## src/rtl/mips_pkg.sv

```systemverilog
// Shared types and constants for the MIPS core front end.
package mips_pkg;

  typedef enum logic [1:0] {
    S_IDLE  = 2'd0,
    S_FETCH = 2'd1,
    S_EXEC  = 2'd2
  } fetch_state_t;

  localparam logic [31:0] DEFAULT_RESET_PC = 32'h0000_0000;

endpackage

```

## src/rtl/mips_fetch_pcnext.sv

```systemverilog
// Next-PC selection: jump target, taken branch, or sequential pc+4.
module pcnext (
  input  logic [31:0] pcplus4,
  input  logic [25:0] instr_index,
  input  logic [31:0] signimm,
  input  logic        pcsrc,
  input  logic        jump,
  output logic [31:0] npc
);

  // Jump outranks branch when the controller raises both.
  always_comb begin
    npc = pcplus4;
    if (jump)
      npc = {pcplus4[31:28], instr_index, 2'b00};
    else if (pcsrc)
      npc = pcplus4 + (signimm << 2);
  end

endmodule

```

## src/rtl/mips_fetch.sv

```systemverilog
// Instruction fetch and PC sequencing: fetch one word, hold it for execute, commit next PC.
module mips_fetch
  import mips_pkg::*;
#(
  parameter logic [31:0] RESET_PC = DEFAULT_RESET_PC
) (
  input  logic        clk,
  input  logic        reset,
  output logic        imem_req,
  output logic [31:0] imem_addr,
  input  logic        imem_ready,
  input  logic [31:0] imem_rdata,
  output logic [31:0] instr,
  output logic        instr_valid,
  output logic [31:0] pc,
  output logic [31:0] pcplus4,
  input  logic        advance,
  input  logic        pcsrc,
  input  logic        jump,
  input  logic [31:0] signimm,
  output logic [31:0] retired
);

  fetch_state_t state_q, state_d;
  logic [31:0]  npc;

  assign pcplus4   = pc + 32'd4;
  assign imem_addr = pc;

  pcnext u_pcnext (
    .pcplus4     (pcplus4),
    .instr_index (instr[25:0]),
    .signimm     (signimm),
    .pcsrc       (pcsrc),
    .jump        (jump),
    .npc         (npc)
  );

  always_comb begin
    state_d     = state_q;
    imem_req    = 1'b0;
    instr_valid = 1'b0;
    unique case (state_q)
      S_IDLE:  state_d = S_FETCH;
      S_FETCH: begin
        imem_req = 1'b1;
        if (imem_ready) state_d = S_EXEC;
      end
      S_EXEC: begin
        instr_valid = 1'b1;
        if (advance) state_d = S_FETCH;
      end
      default: state_d = S_IDLE;
    endcase
  end

  always_ff @(posedge clk or posedge reset) begin
    if (reset) begin
      state_q <= S_IDLE;
      pc      <= RESET_PC;
      instr   <= '0;
      retired <= '0;
    end else begin
      state_q <= state_d;
      if (state_q == S_FETCH && imem_ready)
        instr <= imem_rdata;
      if (state_q == S_EXEC && advance) begin
        pc      <= npc;
        retired <= retired + 32'd1;
      end
    end
  end

endmodule

```

## config.mk

```make
export PLATFORM = sky130hd
export DESIGN_NAME = mips_fetch
export DESIGN_NICKNAME = d
export VERILOG_FILES = /design/src/rtl/mips_pkg.sv /design/src/rtl/mips_fetch_pcnext.sv /design/src/rtl/mips_fetch.sv
export SDC_FILE = /design/constraint.sdc
export NUM_CORES = 1
export LEC_CHECK = 0
export ABC_AREA = 1
export CAP_MARGIN = 20
export CORE_UTILIZATION = 53
export CTS_CLUSTER_DIAMETER = 100
export DETAILED_ROUTE_END_ITERATION = 10
export GPL_ROUTABILITY_DRIVEN = 0
export PLACE_DENSITY = 0.88
export SLEW_MARGIN = 20
export SYNTH_ARGS = -nofsm -noshare
export SYNTH_HDL_FRONTEND = slang
export SYNTH_SLANG_ARGS = --single-unit
```

## constraint.sdc

```tcl
create_clock -name clk -period 8.6 [get_ports clk]
set_clock_uncertainty 0.15 [all_clocks]
set_input_delay 1.72 -clock clk [delete_from_list [all_inputs] [get_ports clk]]
set_output_delay 1.72 -clock clk [all_outputs]
set_load 0.05 [all_outputs]
```

==> flow_metrics.tcl, run 1 <==
set metrics [dict create \
    ff2ff_setup_slack_ps 4800 \
    drc 0 \
    root_buffer "clkbuf_16" \
    area_delta_synth_final_pct 31.57 \
    grt_pass1_wl_um 37710 \
    cp_cell_sequence "ha_1 -> nand2_1 -> nor2_1 -> inv_1 -> nor2_1 -> nand2_1 -> nand2_1 -> nand2_1 -> inv_1 -> clkdlybuf4s50_1" \
    place_area_um2 10080 \
    worst_path_max_delay_cell "clkdlybuf4s50_1" \
    endpoint_kind "output pin" \
    path_clk_slew_ps 70 \
    first_global_vias 7707 \
    antenna_cells 0 \
    multi_input_area_um2 4469 \
    fillers 1184 \
    min_from "retired[12]" \
    layout.nets 1450 \
    die_h_um 124.1 \
    fin_setup_tns_ps 0 \
    core_area_um2 14530 \
    relSlewSlack_pct 52.41 \
    cts_hold_buf 0 \
    synth_seq_cells 96 \
    slowest_delay_ps 800 \
    reg2reg_from "imem_addr[3]" \
    crit_type "flop to output pin" \
    post-route-util_pct 71.50 \
    cts_made_buffers 9 \
    routed_via_density 5.431 \
    drive_gt1_share_pct 5.568 \
    min_to "retired[12]" \
    ys_types 45 \
    cts-htree-levels 3 \
    period_share_pct 56.93 \
    ir_worst_vdd_mv 0.3129 \
    slew_viol_final 0 \
    cp.buffers_inverters 3 \
    globalRouteOverflowTotal 0 \
    hold_viol_final 0 \
    grt_antenna_before_repair 0 \
    cts_tree "done" \
    timing.rr.end "imem_addr[15]" \
    status "finished clean" \
    clock.fmax_mhz 204.3 \
    crit_arrival_ps 3030 \
    rr_worst_depth 17 \
    io_pins 232 \
    start_kind "flop" \
    syn_area_um2 7899 \
    vias 8315 \
    ctsResizeCount 0 \
    first_pass_iters 6 \
    powerDensity_nw_per_um2 411.3 \
    drt_iter0_markers 735 \
    finalSetupViolCount 0 \
    grt_max_degree 58 \
    port_buffers 223 \
    path_delay_family "buffers and inverters" \
    rows 44 \
    die_x_um 124.1 \
    post-dp-hpwl_um 19240 \
    regArea_um2 2402 \
    start_util_pct 54.35 \
    cp_max_fo 6 \
    synth_warnings 0 \
    drv_cap 0 \
    grtUsageTotal_pct 31.98 \
    seq_area_frac_synth_pct 30.41 \
    min_path_cells 1 \
    crit_top_cell "nand2_1" \
    clk_path_buf_depth 2 \
    post-route-worst-setup-slack_ps 3704 \
    numClockSinks 96 \
    grt_setup_unrepaired "false" \
    p_leak_nw 5.292 \
    syn_inst 1153 \
    hold_class "flop to flop" \
    pre_cts_slack_ps 4137 \
    fin_hold_ws_ps 345.4 \
    ant_nets 0 \
    cp_data_required_time_ps 6730 \
    die_area_um2 15400 \
    layout.cell_area.non_filler_um2 10390 \
    wl_um 24190 \
    tightestPinTransition_ps 713.8 \
    post_cts.repair.setup_buffers 0 \
    wl_per_cell_um 15.80 \
    clock_latency_ps 350 \
    avgSynthCellArea_um2 6.851 \
    period_minus_slack_ps 4896 \
]
## kinds of logic (layout without fill, tap and decap cells)
family | after synthesis | after routing | share of synthesized area (%)
AND/OR/NAND/NOR | 560 | 560 | 30.35
AO/OA/AOI/OAI | 130 | 130 | 9.314
buffers and inverters | 242 | 431 | 13.24
XOR/XNOR | 55 | 55 | 6.099
multiplexers | 31 | 31 | 4.419
adder cells (fa/ha/maj) | 38 | 38 | 6.114
other | 1 | 6 | 0.04748
flip-flops | 96 | 96 | 30.41
## Yosys cell counts (all sizes together)
library cell,instances,area [µm²]
a21boi,15,112.6
buf,39,284.0
fa,1,20.02
nor4,2,12.51
o21ai,30,150.1
nor3b,1,7.510
a21o,1,7.510
nand3b,1,7.510
o21bai,8,60.06
a211oi,1,7.510
o221ai,1,8.760
dfrtp,96,2402
xor2,44,385.4
nor3,17,95.09
or2,7,43.79
nor2,105,447.9
nand4,16,106.4
inv,187,701.9
a21oi,65,325.3
conb,1,3.750
nand3,73,380.4
and2,4,25.02
ha,37,462.9
mux2,31,349.1
o211ai,2,15.01
a22oi,4,30.03
clkbuf,16,60.06
nand2,334,1271
o22ai,3,18.77
xnor2,11,96.34
## final cells by class
class	instances	area share (%)
flip-flops and latches	96	23.12
clock inverters	7	0.8789
repair buffers	228	21.84
inverters	187	6.778
well taps	184	2.215
multi-input cells	820	43.00
clock buffers	9	2.167
## report_power, final
part	switching, mW	leakage (nW)	internal (mW)	total [mW]
combinational	2.07	4.00	0.988	3.05
clock	0.189	0.150	0.232	0.420
sequential	0.195	1.14	0.604	0.800
## registers in the layout, summed over array words and instances, names as in the netlist
signal	count
imem_addr	30
instr	32
retired	32
state_q	2
## routing by layer
metal	GRT usage, %	wire [µm]	vias up
met3	6.685	2242	89
li1	-	-	3953
met2	51.31	11050	474
met1	40.22	9708	3799
met4	17.19	1189	0
met5	0	0	-
## how the worst max path moves through the flow
| stage | startpoint | to | slack (ps) | depth (start not counted) |
|---|---|---|---|---|
| after floorplan | reset | imem_addr[10] | 4220 | 1 |
| after global placement | imem_addr[3] | pcplus4[30] | 4150 | 10 |
| after detailed placement | imem_addr[3] | pcplus4[30] | 4140 | 10 |
| after CTS | imem_addr[3] | pcplus4[30] | 3750 | 10 |
| after global routing | imem_addr[3] | pcplus4[30] | 3510 | 10 |
| final | imem_addr[3] | pcplus4[30] | 3700 | 10 |
## cell usage in the layout (no fill, tap or decap), drive strengths merged, types with 5 or more instances in the layout
master	n
a21boi	15
a21oi	65
buf	5
clkbuf	9
clkdlybuf4s50	223
conb	6
dfrtp	96
ha	37
inv	188
mux2	31
nand2	334
nand3	73
nand4	16
nor2	105
nor3	17
o21ai	30
o21bai	8
or2	7
xnor2	11
xor2	44
## per-stage QoR
stage | cells | total power [mW]
finish | 1531 | 4.275
global route | 1531 | 4.536
CTS | 1531 | 4.257
detailed placement | 1515 | 3.820
global placement | 1515 | 3.777
floorplan | 1158 | 2.938
(Power assumes the default switching activity.)
==> run 2: changes to the inputs <==
--- a/config.mk
+++ b/config.mk
@@ -7,11 +7,11 @@
 export LEC_CHECK = 0
 export ABC_AREA = 1
 export CAP_MARGIN = 20
-export CORE_UTILIZATION = 53
+export CORE_UTILIZATION = 44
 export CTS_CLUSTER_DIAMETER = 100
 export DETAILED_ROUTE_END_ITERATION = 10
 export GPL_ROUTABILITY_DRIVEN = 0
-export PLACE_DENSITY = 0.88
+export PLACE_DENSITY = 0.78
 export SLEW_MARGIN = 20
 export SYNTH_ARGS = -nofsm -noshare
 export SYNTH_HDL_FRONTEND = slang
==> constraint.sdc (replaced) <==
create_clock -name clk -period 4.2 [get_ports clk]
set_clock_uncertainty 0.15 [all_clocks]
set_input_delay 0.84 -clock clk [delete_from_list [all_inputs] [get_ports clk]]
set_output_delay 0.84 -clock clk [all_outputs]
set_load 0.05 [all_outputs]
==> flow_metrics.tcl, run 2 (synthesis results as in run 1) <==
set metrics [dict create \
    status "finished clean" \
    post-dp-hpwl_um 19730 \
    drt_iter0_markers 592 \
    fillers 1607 \
    cp_cell_sequence "ha_1 -> nand2_1 -> nor2_1 -> inv_1 -> nor2_1 -> nand2_1 -> nand2_1 -> nand2_1 -> inv_1 -> clkdlybuf4s50_1" \
    routed_via_density 5.155 \
    layout_common_cells "331 x nand2_1, 223 x clkdlybuf4s50_1, 184 x inv_1" \
    endpoint_kind "output pin" \
    cp_max_fo 6 \
    start_kind "flop" \
    relSlewSlack_pct 54.51 \
    io_pins 232 \
    timing.rr.end "imem_addr[15]" \
    ir_worst_vdd_mv 0.5999 \
    wl_per_cell_um 15.42 \
    slew_viol_final 0 \
    post_cts.repair.setup_buffers 0 \
    period_share_pct 96.02 \
    crit_end "pcplus4[30]" \
    slowest_delay_ps 800 \
    fin_hold_ws_ps 332.1 \
    tightestPinTransition_ps 680.7 \
    hold_class "flop to flop" \
    root_buffer "clkbuf_16" \
    layout.cell_area.non_filler_um2 10460 \
    cp_data_required_time_ps 3210 \
    cts_tree "done" \
    multi_input_area_um2 4469 \
    p_leak_nw 5.310 \
    crit_arrival_ps 3040 \
    area_delta_synth_final_pct 32.47 \
    path_delay_family "buffers and inverters" \
    ant_nets 0 \
    crit_cells 10 \
    grt_setup_unrepaired "false" \
    first_global_vias 7747 \
    powerDensity_nw_per_um2 834.2 \
    start_util_pct 45.35 \
    place_inst 1559 \
    crit_top_cell "nand2_1" \
    clk_path_buf_depth 2 \
    finalSetupViolCount 0 \
    rr_worst_depth 17 \
    layoutNonFillerInstCount 1575 \
    reg2reg_from "imem_addr[3]" \
    path_clk_slew_ps 70 \
    drv_cap 0 \
    rows 48 \
    place_area_um2 10160 \
    worst_path_max_delay_cell "clkdlybuf4s50_1" \
    fin_setup_tns_ps 0 \
    grt_max_degree 56 \
    grt_use_met1_pct 34.47 \
    hold_viol_final 0 \
    die_x_um 136.0 \
    globalRouteOverflowTotal 0 \
    clock_latency_ps 340 \
    vias 8119 \
    crit_path_start "imem_addr[3]" \
    ctsResizeCount 0 \
    port_buffers 223 \
    cp.buffers_inverters 3 \
    layout.nets 1453 \
    die_h_um 136.0 \
    regArea_um2 2402 \
    core_area_um2 17420 \
    use_met3_pct 5.220 \
    drive_gt1_share_pct 5.704 \
    antenna_cells 0 \
    wl_um 24280 \
    first_pass_iters 6 \
    grtUsageTotal_pct 27.01 \
    period_minus_slack_ps 4033 \
    drc 0 \
    cts_hold_buf 0 \
    final_common_cell "nand2_1" \
    met2_usage_pct 44.25 \
    die_area_um2 18490 \
    grt_antenna_before_repair 0 \
    ff2ff_setup_slack_ps 480 \
    crit_type "flop to output pin" \
    cts-htree-levels 3 \
    cts_made_buffers 9 \
    numClockSinks 96 \
    min_from "retired[31]" \
    grt-busiest-layer "met2" \
    grt_pass1_wl_um 38930 \
    clock.fmax_mhz 248.0 \
]
[run 2: through the flow]
step / utilization, % / setup slack (ps) / total power [mW]
after floorplan: - / 245.0 / 6.016
after global placement: 58.35 / 613.7 / 7.796
after detailed placement: 58.35 / 563.7 / 7.855
after CTS: 60.08 / 200.3 / 8.732
after global routing: 60.08 / 30.56 / 9.296
final: 60.08 / 167.1 / 8.728
[run 2: how the worst min path moves through the flow]
stage | end | cells past startpoint
floorplan | state_q[0] | 1
global placement | retired[31] | 1
detailed placement | retired[31] | 1
CTS | retired[31] | 1
global route | retired[12] | 1
finish | retired[31] | 1
[run 2: report_power, final]
part	leakage (nW)	internal, mW	total (mW)	switching, mW
clock	0.150	0.472	0.842	0.371
combinational	4.02	2.03	6.23	4.20
sequential	1.14	1.24	1.66	0.422
total	5.31	3.74	8.73	4.99
[run 2: routing by layer]
layer	vias to the layer above	share of wire (%)	wire, µm
li1	3968	-	-
met1	3702	43	10400
met2	379	46	11070
met3	70	7.6	1836
met4	0	4.0	977
met5	-	0	0
[run 2: layout make-up]
class / instances / area share, %
Clock buffer: 10 / 2.188
Inverter: 187 / 6.732
Timing Repair Buffer: 231 / 22.03
Sequential cell: 96 / 22.96
Clock inverter: 6 / 0.6935
Multi-Input combinational cell: 820 / 42.71
Tap cell: 225 / 2.690
==> run 3: changes to the inputs <==
--- a/config.mk
+++ b/config.mk
@@ -6,12 +6,13 @@
 export NUM_CORES = 1
 export LEC_CHECK = 0
 export ABC_AREA = 1
-export CAP_MARGIN = 20
-export CORE_UTILIZATION = 44
+export CORE_UTILIZATION = 55
 export CTS_CLUSTER_DIAMETER = 100
 export DETAILED_ROUTE_END_ITERATION = 10
+export DONT_BUFFER_PORTS = 1
 export GPL_ROUTABILITY_DRIVEN = 0
-export PLACE_DENSITY = 0.78
+export GPL_TIMING_DRIVEN = 0
+export PLACE_DENSITY = 0.73
 export SLEW_MARGIN = 20
 export SYNTH_ARGS = -nofsm -noshare
 export SYNTH_HDL_FRONTEND = slang
==> flow_metrics.tcl, run 3 (synthesis results as in run 1) <==
set metrics [dict create \
    cp_data_required_time_ps 4320 \
    layout.nets 1278 \
    clk_path_buf_depth 2 \
    ir_worst_vdd_mv 0.5981 \
    slew_viol_final 0 \
    total_power_mw 7.817 \
    drive_gt1_share_pct 11.16 \
    wl_per_cell_um 16.81 \
    grt_pass1_wl_um 35220 \
    fillers 1318 \
    drt_iter0_markers 520 \
    crit_top_cell "nand2_1" \
    rows 43 \
    cp_cell_sequence "ha_2 -> nand2_1 -> nor2_1 -> nand2_1 -> nor2_1 -> xor2_2 -> inv_2 -> ha_1 -> nand2_1 -> nor2_1 -> inv_1 -> nor2_1 -> nand3_1 -> nand3_1 -> nand2_1 -> nand3_1 -> nand2_1 -> a21boi_1" \
    grt_antenna_before_repair 1 \
    hold_viol_final 0 \
    vias 7386 \
    start_kind "flop" \
    hold_class "input pin to async pin" \
    cts_hold_buf 0 \
    grtUsageTotal_pct 31.16 \
    routed_via_density 5.455 \
    die_x_um 121.8 \
    io_pins 232 \
    cp_max_fo 6 \
    path_clk_slew_ps 70 \
    post-dp-hpwl_um 18980 \
    start_util_pct 56.68 \
    ant_nets 0 \
    globalRouteOverflowTotal 0 \
    drc 0 \
    final_common_cell "nand2_1" \
    period_minus_slack_ps 3988 \
    crit_type "flop to flop" \
    cts_tree "done" \
    cts-htree-levels 3 \
    period_share_pct 94.94 \
    slowest_delay_ps 560 \
    antenna_cells 0 \
    port_buffers 0 \
    switching_power_mw 4.846 \
    path_delay_family "simple AND/OR/NAND/NOR gates" \
    layout.cell_area.non_filler_um2 8586 \
    p_int_mw 2.971 \
    area_delta_synth_final_pct 8.696 \
    seqPwrFrac_pct 35.5 \
    die_h_um 121.8 \
    relSlewSlack_pct 34.13 \
    wl_um 22760 \
    root_buffer "clkbuf_16" \
    clock_latency_ps 340 \
    grt_max_degree 66 \
    status "finished clean" \
    layout_common_cells "331 x nand2_1, 180 x inv_1, 96 x nor2_1" \
    place_area_um2 8213 \
    p_sw_share_pct 61.99 \
    p_leak_nw 4.603 \
    crit_arrival_ps 4110 \
    clock.fmax_mhz 250.8 \
    p_clk_share_pct 11.1 \
    worst_path_max_delay_cell "dfrtp_2" \
    powerDensity_nw_per_um2 910.5 \
    drv_cap 0 \
    endpoint_kind "flop" \
    first_global_vias 7076 \
    finalSetupViolCount 0 \
    cp.buffers_inverters 2 \
    tightestPinTransition_ps 984.4 \
    fin_hold_ws_ps 168.7 \
    die_area_um2 14850 \
    grt_setup_unrepaired "false" \
    core_area_um2 13930 \
    first_pass_iters 5 \
    combPwrFrac_pct 53.4 \
    numClockSinks 96 \
    cts_made_buffers 9 \
]
-- run 3: worst paths after layout --
kind	startpoint	end	slack (ps)	cells past startpoint
worst min-delay path	reset	instr[30]	170	1
worst max register to register	imem_addr[2]	imem_addr[23]	210	18
min in group clk	state_q[0]	state_q[0]	400	1
worst max-delay path	imem_addr[2]	imem_addr[23]	210	18
worst min register to register	state_q[0]	state_q[0]	400	1
max in group asynchronous	reset	retired[7]	3110	2
-- run 3: power groups by stage --
stage | Combinational, mW | Sequential (mW) | Clock (mW)
floorplan | 3.43 | 2.59 | 0
global placement | 4.04 | 2.77 | 0
detailed placement | 4.09 | 2.78 | 0
CTS | 4.12 | 2.76 | 0.884
global route | 4.55 | 2.82 | 0.917
finish | 4.18 | 2.77 | 0.867
-- run 3: layout make-up --
class | count | area (µm²) | share of cell area, %
sequential | 96 | 2415 | 28.13
clock buffer | 9 | 225.2 | 2.623
inverter | 187 | 706.9 | 8.234
clock inverter | 6 | 93.84 | 1.093
tap | 180 | 225.2 | 2.623
multi-input combinational | 820 | 4548 | 52.97
buffer | 55 | 344.1 | 4.008
timing repair buffer | 1 | 27.53 | 0.3206
-- run 3: repair_timing --
action,CTS,global route
resized for setup,3,16
setup buffers,0,0
setup endpoints to repair,17,18
-- run 3: metrics by stage --
stage	setup TNS, ps	std cells	setup WS (ps)	utilization [%]
after floorplan	0	1158	245.0	-
after global placement	-33340	1338	-375.0	58.44
after detailed placement	-1168	1339	-234.3	58.94
after CTS	0	1354	5.173	61.26
after global routing	0	1354	6.797	61.61
final	0	1354	212.4	61.61
-- run 3: per-layer routing --
metal	vias to the layer above	routed length, µm	track usage (%)
li1	3614	-	-
met1	3393	9318	38.46
met2	318	10880	53.28
met3	59	1718	5.852
met4	2	823	12.73
met5	-	13	0
